<file path="src/rtl/wb_arbiter.sv">
// wb_arbiter: shares one registered result broadcast bus (CDB) between the
// ALU, LSU and MUL writeback ports.
//
// Each unit's {rob_idx, value} is queued in a DEPTH-entry FIFO. Every cycle,
// one non-empty FIFO is selected round-robin, starting after the last winner.
// Its head is popped into the CDB register.
//
// Ports:
//   clk_i, reset_i (sync, active-high), flush_i (sync discard)
//   <unit>_wb_valid_i / _rob_idx_i / _value_i : writeback push from a unit
//   <unit>_wb_ready_o                         : unit FIFO can accept (count only)
//   cdb_valid_o / cdb_rob_idx_o / cdb_value_o : registered broadcast
//   cdb_src_o                                 : 0 ALU, 1 LSU, 2 MUL
module wb_arbiter #(
  parameter int DATA_W = 32,
  parameter int TAG_W  = 5,
  parameter int DEPTH  = 2
) (
  input  logic              clk_i,
  input  logic              reset_i,
  input  logic              flush_i,
  input  logic              alu_wb_valid_i,
  input  logic [TAG_W-1:0]  alu_wb_rob_idx_i,
  input  logic [DATA_W-1:0] alu_wb_value_i,
  output logic              alu_wb_ready_o,
  input  logic              lsu_wb_valid_i,
  input  logic [TAG_W-1:0]  lsu_wb_rob_idx_i,
  input  logic [DATA_W-1:0] lsu_wb_value_i,
  output logic              lsu_wb_ready_o,
  input  logic              mul_wb_valid_i,
  input  logic [TAG_W-1:0]  mul_wb_rob_idx_i,
  input  logic [DATA_W-1:0] mul_wb_value_i,
  output logic              mul_wb_ready_o,
  output logic              cdb_valid_o,
  output logic [TAG_W-1:0]  cdb_rob_idx_o,
  output logic [DATA_W-1:0] cdb_value_o,
  output logic [1:0]        cdb_src_o
);

  localparam int PTR_W = $clog2(DEPTH);
  localparam int CNT_W = $clog2(DEPTH) + 1;
  localparam int ENT_W = TAG_W + DATA_W;
  localparam logic [CNT_W-1:0] FULL = CNT_W'(DEPTH);
  localparam logic [1:0] SRC_MUL = 2'd2;

  logic [2:0]       in_valid;
  logic [ENT_W-1:0] in_data [3];

  logic [ENT_W-1:0] mem   [3][DEPTH];
  logic [PTR_W-1:0] head  [3];
  logic [PTR_W-1:0] tail  [3];
  logic [CNT_W-1:0] count [3];

  logic [2:0] ready;
  logic [2:0] nonempty;
  logic [2:0] push;
  logic [2:0] pop;

  logic [1:0] last_grant;
  logic [1:0] grant;
  logic [1:0] cand;
  logic       grant_vld;

  // (g + k) mod 3 for g in 0..2, k in 1..3
  function automatic logic [1:0] rr_next(input logic [1:0] g, input logic [1:0] k);
    logic [2:0] s;
    s = {1'b0, g} + {1'b0, k};
    if (s >= 3'd3) s = s - 3'd3;
    return s[1:0];
  endfunction

  assign in_valid   = {mul_wb_valid_i, lsu_wb_valid_i, alu_wb_valid_i};
  assign in_data[0] = {alu_wb_rob_idx_i, alu_wb_value_i};
  assign in_data[1] = {lsu_wb_rob_idx_i, lsu_wb_value_i};
  assign in_data[2] = {mul_wb_rob_idx_i, mul_wb_value_i};

  // Ready depends on registered count only: a full FIFO stays not-ready even
  // if it is popped this cycle, which keeps the unit-side path short.
  always_comb begin
    ready    = '0;
    nonempty = '0;
    push     = '0;
    for (int u = 0; u < 3; u++) begin
      ready[u]    = (count[u] != FULL) && !flush_i && !reset_i;
      nonempty[u] = (count[u] != '0);
      push[u]     = in_valid[u] && ready[u];
    end
  end

  assign alu_wb_ready_o = ready[0];
  assign lsu_wb_ready_o = ready[1];
  assign mul_wb_ready_o = ready[2];

  // Round-robin search: walk k = 3 down to 1 so the smallest offset after
  // last_grant that is non-empty is the final assignment and wins.
  always_comb begin
    grant_vld = 1'b0;
    grant     = last_grant;
    cand      = last_grant;
    for (int k = 3; k >= 1; k--) begin
      cand = rr_next(last_grant, 2'(k));
      if (nonempty[cand]) begin
        grant_vld = 1'b1;
        grant     = cand;
      end
    end
  end

  // A flush discards everything, so nothing is popped into the CDB.
  always_comb begin
    pop = '0;
    if (grant_vld && !flush_i) pop[grant] = 1'b1;
  end

  // ---- stage p0: FIFO storage and pointers ----
  always_ff @(posedge clk_i) begin
    for (int u = 0; u < 3; u++) begin
      if (push[u]) mem[u][tail[u]] <= in_data[u];
    end
  end

  always_ff @(posedge clk_i) begin
    if (reset_i || flush_i) begin
      for (int u = 0; u < 3; u++) begin
        head[u]  <= '0;
        tail[u]  <= '0;
        count[u] <= '0;
      end
    end else begin
      for (int u = 0; u < 3; u++) begin
        if (push[u]) tail[u] <= tail[u] + 1'b1;
        if (pop[u])  head[u] <= head[u] + 1'b1;
        case ({push[u], pop[u]})
          2'b10:   count[u] <= count[u] + 1'b1;
          2'b01:   count[u] <= count[u] - 1'b1;
          default: count[u] <= count[u];
        endcase
      end
    end
  end

  always_ff @(posedge clk_i) begin
    if (reset_i) last_grant <= SRC_MUL;
    else if (grant_vld && !flush_i) last_grant <= grant;
  end

  // ---- stage p1: registered CDB ----
  // Index/value/src hold on idle cycles; only valid drops.
  always_ff @(posedge clk_i) begin
    if (reset_i) begin
      cdb_valid_o   <= 1'b0;
      cdb_rob_idx_o <= '0;
      cdb_value_o   <= '0;
      cdb_src_o     <= '0;
    end else if (flush_i) begin
      cdb_valid_o <= 1'b0;
    end else if (grant_vld) begin
      cdb_valid_o                  <= 1'b1;
      {cdb_rob_idx_o, cdb_value_o} <= mem[grant][head[grant]];
      cdb_src_o                    <= grant;
    end else begin
      cdb_valid_o <= 1'b0;
    end
  end

endmodule

</file>
<file path="config.mk">
export PLATFORM = sky130hd
export DESIGN_NAME = wb_arbiter
export DESIGN_NICKNAME = d
export VERILOG_FILES = /design/src/rtl/wb_arbiter.sv
export SDC_FILE = /design/constraint.sdc
export NUM_CORES = 1
export LEC_CHECK = 0
export CORE_MARGIN = 4
export CORE_UTILIZATION = 49
export DETAILED_ROUTE_END_ITERATION = 8
export PLACE_DENSITY_LB_ADDON = 0.1
export SETUP_SLACK_MARGIN = 0.1
export SYNTH_ARGS = -nofsm -noshare
export SYNTH_HDL_FRONTEND = slang
export SYNTH_SLANG_ARGS = --single-unit
</file>
<file path="constraint.sdc">
create_clock -name clk_i -period 3.32 [get_ports clk_i]
set_input_delay 0.498 -clock clk_i [delete_from_list [all_inputs] [get_ports clk_i]]
set_output_delay 0.498 -clock clk_i [all_outputs]
set_load 0.05 [all_outputs]
</file>
==> impl_results.html <==
<table>
<tr><th>Metric</th><th>Value</th></tr>
<tr><th colspan="2">Detailed routing</th></tr>
<tr><td>Drt total wl</td><td>23.9 mm</td></tr>
<tr><td>Number of design rule violations left after detail routing</td><td>0</td></tr>
<tr><td>Average wire per standard cell</td><td>20.8 µm</td></tr>
<tr><td>Routed via count</td><td>around 6300</td></tr>
<tr><td>Detail Route Antenna Nets</td><td>0</td></tr>
<tr><td>First drt pass iteration count</td><td>4</td></tr>
<tr><td>Initial DRC count</td><td>345</td></tr>
<tr><td>Via/cell ratio</td><td>5.46</td></tr>
<tr><th colspan="2">Global route</th></tr>
<tr><td>Busiest layer in global routing</td><td>met2</td></tr>
<tr><td>Total grt overflow</td><td>0</td></tr>
<tr><td>First-pass GRT wire length</td><td>~36 mm</td></tr>
<tr><td>Via count of the first global-routing pass</td><td>~6700</td></tr>
<tr><td>Met3 demand-to-capacity share in global routing</td><td>3.43%</td></tr>
<tr><td>Met1 demand-to-capacity share in global routing</td><td>between 20% and 30%</td></tr>
<tr><td>Met2 Use GR</td><td>34.6%</td></tr>
<tr><td>Tot GR Track Use</td><td>between 10% and 20%</td></tr>
<tr><td>Pin count of the biggest net entering global routing</td><td>75</td></tr>
<tr><td>Initial antenna violation count</td><td>1</td></tr>
<tr><th colspan="2">Critical path</th></tr>
<tr><td>Highest net fanout along the worst path</td><td>13</td></tr>
<tr><td>Worst endpoint required time</td><td>3.51 ns</td></tr>
<tr><td>Nature of the critical path endpoint</td><td>flip-flop</td></tr>
<tr><td>Critical path launch point</td><td>last_grant[0]$_SDFFE_PP0P_</td></tr>
<tr><td>Critical path startpoint category</td><td>flip-flop</td></tr>
<tr><td>Worst Path Arrival</td><td>approximately 3.2 ns</td></tr>
<tr><td>Reg2Reg Launch Point</td><td>last_grant[0]$_SDFFE_PP0P_</td></tr>
<tr><td>Critical path start-end classification</td><td>flip-flop to flip-flop</td></tr>
<tr><th colspan="2">Timing</th></tr>
<tr><td>Minimum clock period after layout</td><td>3.00 ns</td></tr>
<tr><td>Max Freq</td><td>333 MHz</td></tr>
<tr><td>Setup tns final</td><td>0 ns</td></tr>
<tr><td>Max Clock Skew</td><td>0.0108 ns</td></tr>
<tr><td>Transition time of the tightest slew-check pin</td><td>0.659 ns</td></tr>
<tr><td>Worst max-slew margin expressed relative to the limit</td><td>56.1%</td></tr>
<tr><td>Smallest setup slack after layout</td><td>0.315 ns</td></tr>
<tr><td>Fin. Hold Viols</td><td>0</td></tr>
<tr><td>RSZ-0062 raised after global routing</td><td>no</td></tr>
<tr><td>Final setup viols</td><td>0</td></tr>
<tr><td>Number of pins exceeding their max-slew limit in the final report</td><td>0</td></tr>
<tr><td>Final Cycle Share</td><td>90.5%</td></tr>
<tr><th colspan="2">Pwr</th></tr>
<tr><td>Part of the power in the clock network</td><td>29.0%</td></tr>
<tr><td>Sequential power share</td><td>between 30% and 40%</td></tr>
<tr><td>Net Sw Power</td><td>3.50 mW</td></tr>
<tr><td>Switching Fraction</td><td>32.6%</td></tr>
<tr><td>Combinational power share</td><td>about 31%</td></tr>
<tr><td>Peak supply drop</td><td>0.528 mV</td></tr>
<tr><td>Cell Int Power</td><td>7.25 mW</td></tr>
<tr><td>Pwr Density</td><td>783 mW/mm²</td></tr>
<tr><td>Cell leakage power</td><td>4.74 nW</td></tr>
<tr><th colspan="2">Clocking</th></tr>
<tr><td>Clock sinks</td><td>275</td></tr>
<tr><td>Number of buffers inserted for hold repair after clock tree synthesis</td><td>0</td></tr>
<tr><td>CTS clk-pin slew, worst paths</td><td>0.06 ns</td></tr>
<tr><td>Number of buffers created by CTS</td><td>28</td></tr>
<tr><td>Buffers inserted during post-CTS setup optimization</td><td>0</td></tr>
<tr><td>Worst-case clock buffer depth</td><td>3</td></tr>
<tr><td>Root buf cell</td><td>sky130_fd_sc_hd__clkbuf_16</td></tr>
<tr><td>CTS tree</td><td>built</td></tr>
<tr><td>Insertion delay to the later sink of the worst-skew pair</td><td>0.52 ns</td></tr>
<tr><td>Count of H-tree levels built during CTS</td><td>1</td></tr>
<tr><th colspan="2">Placement</th></tr>
<tr><td>HPWL reported at the end of detailed placement</td><td>between 15 and 20 mm</td></tr>
<tr><td>Placement-stage worst setup slack</td><td>between 0.1 and 0.15 ns</td></tr>
<tr><td>Number of cells after detailed placement</td><td>1097</td></tr>
<tr><td>Global placement routability congestion</td><td>0.763</td></tr>
<tr><td>Number of buffers added on ports</td><td>159</td></tr>
<tr><th colspan="2">Synthesis</th></tr>
<tr><td>Ranking of synthesized cells by area</td><td>sky130_fd_sc_hd__edfxtp_1, sky130_fd_sc_hd__dfxtp_1, sky130_fd_sc_hd__mux2_2</td></tr>
<tr><td>Area share of the largest cell type after synthesis</td><td>65.2%</td></tr>
<tr><td>Primary flip-flop cell chosen by synthesis mapping</td><td>sky130_fd_sc_hd__edfxtp_1</td></tr>
<tr><td>Register bit count reported by yosys</td><td>275</td></tr>
<tr><td>Multiplexer share of the synthesized area</td><td>7.50%</td></tr>
<tr><td>Most used standard cells in the synthesized netlist</td><td>sky130_fd_sc_hd__edfxtp_1, sky130_fd_sc_hd__nand2_1, sky130_fd_sc_hd__dfxtp_1, sky130_fd_sc_hd__mux2_2, sky130_fd_sc_hd__mux2i_1</td></tr>
<tr><td>Async set or reset register ratio after synthesis</td><td>0%</td></tr>
<tr><td>Sequential element share of the synthesized area</td><td>72.8%</td></tr>
<tr><td>Arithmetic-cell share of the synthesized area counting full adders, half adders and majority gates</td><td>1.05%</td></tr>
<tr><td>Simple-gate portion of the synthesized area</td><td>around 7%</td></tr>
<tr><td>Post-synthesis average cell area</td><td>16.0 µm²</td></tr>
<tr><td>Post-Synthesis Cells</td><td>675</td></tr>
<tr><td>Netlist cell types</td><td>50</td></tr>
<tr><td>Synth warnings</td><td>0</td></tr>
<tr><td>Post-synthesis instance area</td><td>between 0.01 and 0.015 mm²</td></tr>
<tr><td>Post-synthesis compound-gate area fraction</td><td>under 10%</td></tr>
<tr><td>Combinational family with the most area after synthesis</td><td>compound AO/OA/AOI/OAI gates</td></tr>
<tr><td>Number of enable-type register cells in the synthesized netlist</td><td>234</td></tr>
<tr><td>Synth Net Count</td><td>801</td></tr>
<tr><td>Cell with the most instances after synthesis</td><td>sky130_fd_sc_hd__edfxtp_1</td></tr>
<tr><td>XOR/XNOR Fraction of Synth Area</td><td>0.406%</td></tr>
<tr><td>Cell type with the highest aggregate area in the netlist</td><td>sky130_fd_sc_hd__edfxtp_1</td></tr>
<tr><th colspan="2">Floorplanning</th></tr>
<tr><td>Die Area</td><td>0.0244 mm²</td></tr>
<tr><td>Row cnt</td><td>53</td></tr>
<tr><td>Initial standard-cell utilization of the core</td><td>50.5%</td></tr>
<tr><td>Core region area</td><td>0.0214 mm²</td></tr>
<tr><td>Num ports</td><td>160</td></tr>
<tr><td>Vert. Die Dim</td><td>156 µm</td></tr>
<tr><td>Die W</td><td>156 µm</td></tr>
<tr><th colspan="2">Hold path</th></tr>
<tr><td>Class of the tightest hold or removal check</td><td>flip-flop to flip-flop</td></tr>
<tr><td>Origin of the worst min-delay path</td><td>mem[2][63]$_DFFE_PP_</td></tr>
<tr><th colspan="2">Cells and area</th></tr>
<tr><td>Number of nets in the finished design</td><td>978</td></tr>
<tr><td>Fin util</td><td>64.3%</td></tr>
<tr><td>Final standard cell count with taps included and fillers excluded</td><td>1150</td></tr>
<tr><td>Proportion of layout cells with a drive suffix above 1</td><td>18.0%</td></tr>
<tr><td>Fillers</td><td>1572</td></tr>
<tr><td>Area growth from synthesis to layout</td><td>27.5%</td></tr>
<tr><th colspan="2">Run</th></tr>
<tr><td>Max_cap viols</td><td>0</td></tr>
<tr><th colspan="2">Outcome</th></tr>
<tr><td>Outcome</td><td>finished clean</td></tr>
</table>
-- final timing paths --
check,slack [ns],end,depth (start not counted)
hold reg to reg,0.45,cdb_value_o[26]$_SDFFE_PP0P_,2
setup / recovery,0.32,count[2][0]$_DFFE_PP_,10
setup reg to reg,0.32,count[2][0]$_DFFE_PP_,10
hold / removal,0.45,cdb_value_o[26]$_SDFFE_PP0P_,2
-- cell usage in the layout, fill, tap and decap left out, drive strengths merged, types with 2 or more instances in the layout --
master / instances
nor3: 3
bufinv: 3
clkdlybuf4s50: 156
mux2: 38
clkbuf: 39
ha: 9
nand3: 38
a22oi: 37
xor2: 2
inv: 12
clkinv: 10
a211oi: 3
mux2i: 38
and3: 4
a21oi: 5
nor3b: 3
nand2b: 3
o31ai: 3
nor2: 23
o211ai: 38
xnor2: 3
edfxtp: 234
o21ai: 4
buf: 24
nand2: 88
dfxtp: 41
-- cell families (layout without fill, tap and decap cells) --
kind of cell | after synthesis | after routing
buffers and inverters | 45 | 244
XOR/XNOR | 5 | 5
other | 0 | 1
multiplexers | 76 | 76
flip-flops | 275 | 275
adder cells (fa/ha/maj) | 9 | 9
AO/OA/AOI/OAI | 97 | 97
AND/OR/NAND/NOR | 168 | 168
-- layer usage --
layer / wire length, µm / part of all wire (%)
met5: 8 / 0.033
met4: 329 / 1.4
met3: 1360 / 5.7
met2: 12400 / 52
met1: 9860 / 41
-- power groups by stage --
stage                     clock [mW]  combinational, mW  sequential [mW]
after CTS                       3.18               3.40             4.28
after global routing            3.33               3.61             4.31
final                           3.11               3.36             4.28
after floorplan                    0               1.99             4.72
after global placement             0               3.31             4.33
after detailed placement           0               3.39             4.35
-- flip-flops by register name (all words and copies together), names as in the netlist --
name,flops
cdb_rob_idx_o,5
cdb_src_o,1
cdb_valid_o,1
cdb_value_o,32
count,6
head,3
last_grant,2
mem,222
tail,3
-- area by class of cell --
| class | count | area (µm²) | area share (%) |
|---|---|---|---|
| Clock buffer | 39 | 803 | 5.85 |
| Tap cell | 275 | 344 | 2.51 |
| Clock inverter | 13 | 134 | 0.975 |
| Sequential cell | 275 | 7850 | 57.2 |
| Multi-Input combinational cell | 355 | 2700 | 19.7 |
| Timing Repair Buffer | 180 | 1850 | 13.5 |
| Inverter | 12 | 45.0 | 0.328 |
| Antenna cell | 1 | 2.50 | 0.0182 |
-- timing repair --
action	CTS	global route
resized for setup	1	1
cloned	0	0
endpoints found under the setup margin	2	3
endpoints found under the hold margin	0	0
-- stage by stage --
step           total power, mW  area [µm²]  hold slack, ns
2_1_floorplan             6.71       10800           0.431
3_3_place_gp              7.64       12800           0.437
3_5_place_dp              7.73       12800           0.439
4_1_cts                   10.9       13700           0.454
5_1_grt                   11.2       13700           0.480
6_report                  10.7       13700           0.452
-- worst max-delay path, cell delays in order, from the launching register on --
cell,delay (ns)
sky130_fd_sc_hd__dfxtp_2,0.40
sky130_fd_sc_hd__inv_1,0.10
sky130_fd_sc_hd__ha_2,0.40
sky130_fd_sc_hd__nor3b_2,0.22
sky130_fd_sc_hd__or3_4,0.42
sky130_fd_sc_hd__a21boi_4,0.27
sky130_fd_sc_hd__nand2_1,0.11
sky130_fd_sc_hd__nand2_1,0.11
sky130_fd_sc_hd__inv_1,0.06
sky130_fd_sc_hd__ha_1,0.29
sky130_fd_sc_hd__o21ai_0,0.30
(Power assumes the default switching activity.)
